File: src/rtl/fifo_rd_uart_tx.sv
// fifo_rd_uart_tx: read-domain consumer of the async FIFO. Pops one word per
// frame and serialises it as start / data (LSB first) / optional parity / stop.
//
// Handshake: the FIFO presents a valid head word whenever rempty=0. rinc is the
// transfer strobe: one word moves on every rising rclk edge that ends a cycle
// with rinc=1, and rinc is only raised while rempty=0, so it never under-reads.
module fifo_rd_uart_tx #(
  parameter int DATA_WIDTH   = 8,
  parameter int CLKS_PER_BIT = 8
) (
  input  logic                  rclk,
  input  logic                  rrst,
  input  logic                  tx_en,
  input  logic                  par_en,
  input  logic                  par_typ,
  input  logic                  rempty,
  input  logic [DATA_WIDTH-1:0] rdata,
  output logic                  rinc,
  output logic                  tx_out,
  output logic                  busy,
  output logic                  frame_done,
  output logic [2:0]            dbg_state_o
);

  localparam int CW = $clog2(CLKS_PER_BIT);
  localparam int BW = (DATA_WIDTH > 1) ? $clog2(DATA_WIDTH) : 1;
  localparam logic [CW-1:0] CNT_LAST = CW'(CLKS_PER_BIT - 1);
  localparam logic [BW-1:0] BIT_LAST = BW'(DATA_WIDTH - 1);

  typedef enum logic [2:0] {
    IDLE   = 3'd0,
    START  = 3'd1,
    DATA   = 3'd2,
    PARITY = 3'd3,
    STOP   = 3'd4
  } state_t;

  state_t                state_q, state_d;
  logic [CW-1:0]         cnt_q, cnt_d;
  logic [BW-1:0]         bit_q, bit_d;
  logic [DATA_WIDTH-1:0] shift_q, shift_d;
  logic                  par_en_q, par_en_d;
  logic                  par_bit_q, par_bit_d;

  logic last_cycle;
  logic pop;

  assign last_cycle = (cnt_q == CNT_LAST);

  // A word is taken when idle, or in the final stop cycle so frames abut.
  assign pop = tx_en & ~rempty & ~rrst &
               ((state_q == IDLE) | ((state_q == STOP) & last_cycle));

  // State, counters and frame contents; everything clears on reset.
  always_ff @(posedge rclk) begin
    if (rrst) begin
      state_q   <= IDLE;
      cnt_q     <= '0;
      bit_q     <= '0;
      shift_q   <= '0;
      par_en_q  <= 1'b0;
      par_bit_q <= 1'b0;
    end else begin
      state_q   <= state_d;
      cnt_q     <= cnt_d;
      bit_q     <= bit_d;
      shift_q   <= shift_d;
      par_en_q  <= par_en_d;
      par_bit_q <= par_bit_d;
    end
  end

  // Next-state logic: each non-idle state spans one full bit period.
  always_comb begin
    state_d   = state_q;
    cnt_d     = cnt_q;
    bit_d     = bit_q;
    shift_d   = shift_q;
    par_en_d  = par_en_q;
    par_bit_d = par_bit_q;

    if (state_q != IDLE) begin
      cnt_d = last_cycle ? '0 : cnt_q + CW'(1);
    end

    case (state_q)
      IDLE: ;
      START: begin
        if (last_cycle) begin
          state_d = DATA;
          bit_d   = '0;
        end
      end
      DATA: begin
        if (last_cycle) begin
          shift_d = shift_q >> 1;
          if (bit_q == BIT_LAST) begin
            bit_d   = '0;
            state_d = par_en_q ? PARITY : STOP;
          end else begin
            bit_d = bit_q + BW'(1);
          end
        end
      end
      PARITY: begin
        if (last_cycle) state_d = STOP;
      end
      STOP: begin
        if (last_cycle) state_d = IDLE;
      end
      default: state_d = IDLE;
    endcase

    // Loading a word overrides the idle/stop transition above.
    if (pop) begin
      state_d   = START;
      cnt_d     = '0;
      bit_d     = '0;
      shift_d   = rdata;
      par_en_d  = par_en;
      par_bit_d = (^rdata) ^ par_typ;
    end
  end

  // Outputs decoded from registered state only, so the line never glitches.
  always_comb begin
    tx_out = 1'b1;
    case (state_q)
      START:   tx_out = 1'b0;
      DATA:    tx_out = shift_q[0];
      PARITY:  tx_out = par_bit_q;
      default: tx_out = 1'b1;
    endcase
  end

  assign busy        = (state_q != IDLE);
  assign frame_done  = (state_q == STOP) & last_cycle;
  assign rinc        = pop;
  assign dbg_state_o = state_q;

endmodule
File: config.mk
export PLATFORM = sky130hd
export DESIGN_NAME = fifo_rd_uart_tx
export DESIGN_NICKNAME = d
export VERILOG_FILES = /design/src/rtl/fifo_rd_uart_tx.sv
export SDC_FILE = /design/constraint.sdc
export NUM_CORES = 1
export LEC_CHECK = 0
export CORE_MARGIN = 2
export CORE_UTILIZATION = 45
export CTS_CLUSTER_SIZE = 28
export DETAILED_ROUTE_END_ITERATION = 12
export PLACE_DENSITY = 0.81
export SLEW_MARGIN = 0
export SYNTH_ARGS = -nofsm -noshare
export SYNTH_HDL_FRONTEND = slang
export SYNTH_SLANG_ARGS = --single-unit
File: constraint.sdc
create_clock -name rclk -period 3.6 [get_ports rclk]
set_input_delay 0.72 -clock rclk [delete_from_list [all_inputs] [get_ports rclk]]
set_output_delay 0.72 -clock rclk [all_outputs]
set_load 0.05 [all_outputs]
==> impl_metrics.json <==
{
  "drt_first_pass_iters": 6,
  "clkSinkCount": 19,
  "p_total_mw": 0.4200,
  "fmax_mhz": 340.7,
  "whs_path_depth": 2,
  "grtUsageTotal_pct": 17.46,
  "row_count": 17,
  "cts_made_buffers": 3,
  "holdWs_ns": 0.4784,
  "max_slew_margin_pct": 62.09,
  "p_switching_mw": 0.1134,
  "syn_nets": 128,
  "rr_endpoint": "dbg_state_o[1]",
  "leakagePower_nw": 0.5110,
  "cp.required_ns": 2.88,
  "setup_viol": 0,
  "cts_setup_buffers": 0,
  "fin_skew_ns": 0.005296,
  "h-tree-depth": 1,
  "synth_edf_count": 0,
  "die_area_um2": 2681,
  "coreArea_um2": 2191,
  "syn_to_final_growth_pct": 22.78,
  "period_needed_ns": 2.935,
  "mostFrequentLayoutCells": "dfxtp_1, clkdlybuf4s50_1, nor2_1",
  "grt_pass1_vias": 807,
  "hold_viol_final": 0,
  "fin_ws_ns": 0.6647,
  "clock_path_buffers": 2,
  "grt_max_degree": 18,
  "ys_seq_elements": 19,
  "path_cells": "clkdlybuf4s50_1 > or4b_4 > or2_1 > nor2_1 > buf_12",
  "ir_worst_vdd_uv": 186.8,
  "hold_class": "reg2reg",
  "num-fill-cells": 196,
  "critical_path.top_delay_family": "simple AND/OR/NAND/NOR gates",
  "critPathBufInv": 2,
  "routed_wl_um": 2005,
  "multiInputGateArea_um2": 590.6,
  "switching_share_pct": 26.99,
  "comb_power_share_pct": 20.4,
  "tightest_slew_ns": 0.5643,
  "tns_ns": 0,
  "initial_core_util_pct": 46.89,
  "critical-path-max-stage-delay_ns": 0.46,
  "cp_max_fo": 3,
  "hpwl_um": 1545,
  "ctsResizeCount": 0,
  "slowest_stage": "or4b_4",
  "gp_congestion": 0.7616,
  "hold_path.startpoint": "shift_q[3]",
  "critPathLaunchType": "input port",
  "die_w_um": 51.78,
  "vias": 846,
  "clockRootBuffer": "clkbuf_4",
  "overflow": 0,
  "clk_latency_ns": 0.30,
  "timing.final.crit_share_pct": 81.54,
  "via_per_inst": 5.354,
  "end_kind": "output port",
  "powerDensity_nw_per_um2": 333.0,
  "wl_per_cell_um": 12.69,
  "ys.flop_type": "dfxtp_1",
  "ys_warn_count": 0,
  "rsz0062_at_grt": "false",
  "grt_pass1_wl_um": 3539,
  "outcome": "completed",
  "port_buffers": 20,
  "power_frac_seq_pct": 53.9,
  "hold_end": "shift_q[3]",
  "synthArstFlopShare_pct": 0,
  "rr_worst_depth": 7,
  "io_pins": 21,
  "rrSetupSlack_ns": 1.59,
  "ant_nets": 0,
  "drc": 0,
  "ctsHoldBuffers": 0,
  "r2r_start": "cnt_q[0]",
  "clkPwrFrac_pct": 25.7,
  "syn_inst": 110,
  "area.sequential_um2": 380.4,
  "path_clk_slew_ns": 0.10,
  "cp_data_arrival_time_ns": 2.22,
  "synth_cell_types": 31,
  "antennaDiodeCount": 0,
  "drt_iter0_drc": 9,
  "drive_above_1_share_pct": 9.231,
  "syn_avg_cell_area_um2": 9.339,
  "timing.max_cap.violations": 0,
  "antenna_found_initial": 0,
  "cts_tree": "built",
  "path_class": "in2out",
  "slew_viol_final": 0,
  "die_y_um": 51.78,
  "syn_area_um2": 1027,
  "p_int_mw": 0.3066,
  "pre_cts_ws_ns": 0.6616,
  "synth_seq_area_share_pct": 37.03,
  "final_nets": 149
}
-- per-layer routing --
layer | global-route usage (%) | wire [um] | part of all wire, % | vias up
met5 | 0 | 0 | 0 | -
met4 | 6.579 | 25 | 1.2 | 0
met3 | 1.724 | 42 | 2.1 | 3
met2 | 29.27 | 985 | 49 | 15
met1 | 23.19 | 952 | 47 | 398
li1 | - | - | - | 430
-- sequential cells by signal (all words and copies together), names as in the netlist --
signal / cells
par_bit_q: 1
cnt_q: 3
dbg_state_o: 3
bit_q: 3
shift_q: 8
par_en_q: 1
-- through the flow --
stage          util, %  std cells  instance area, um^2
2_1_floorplan        -        110                 1027
3_3_place_gp     56.37        154                 1235
3_5_place_dp     56.37        154                 1235
4_1_cts          57.57        158                 1261
5_1_grt          57.57        158                 1261
6_report         57.57        158                 1261
-- synthesized netlist by cell type, drive strengths merged, types with 2 or more instances --
master / number / area [um^2]
a211oi: 5 / 62.56
a21oi: 8 / 40.04
a22oi: 6 / 45.04
buf: 3 / 37.53
clkbuf: 2 / 7.510
dfxtp: 19 / 380.4
ha: 4 / 50.05
inv: 3 / 11.26
mux2i: 7 / 70.07
nand2: 7 / 26.28
nand3: 5 / 25.02
nor2: 15 / 56.30
nor2b: 4 / 25.02
nor3: 3 / 15.01
o21ai: 2 / 10.01
xnor2: 2 / 17.52
xnor3: 2 / 45.04
-- cell type report --
cell class	instances	share of cell area, %
sequential	19	30.16
tap	28	2.778
multi-input combinational	83	46.83
timing repair buffer	21	17.26
clock buffer	4	2.083
inverter	3	0.8929
-- worst register-to-register path, cell delays in order (launching register included) --
cell	delay, ns
dfxtp_1	0.35
ha_1	0.22
ha_1	0.27
nor2b_1	0.25
or2_1	0.17
buf_4	0.23
nand2_1	0.23
nor3_1	0.23
-- logic make-up (layout without fill, tap and decap cells) --
kind of cell,after synthesis,count (layout),share of synthesized area [%]
compound gates,24,24,17.78
xor+xnor,5,5,6.943
fa+ha+maj,4,4,4.872
simple gates,43,43,21.07
buf+inv,8,28,5.481
mux,7,7,6.821
flops,19,19,37.03
-- power groups by stage --
stage | Clock, mW | Combinational, mW | Sequential (mW)
after floorplan | 0 | 0.0548 | 0.232
after global placement | 0 | 0.0839 | 0.231
after detailed placement | 0 | 0.0861 | 0.231
after CTS | 0.110 | 0.0865 | 0.226
after global routing | 0.118 | 0.0936 | 0.228
final | 0.108 | 0.0856 | 0.226
-- how the worst max path moves through the flow --
stage,startpoint,to,slack [ns],cells after the start
after detailed placement,tx_en,rinc,0.66,5
after global routing,tx_en,rinc,0.60,5
after floorplan,rempty,rinc,0.54,5
after global placement,tx_en,rinc,0.66,5
after CTS,tx_en,rinc,0.66,5
final,tx_en,rinc,0.66,5
Power figures use the tool's default switching activity.
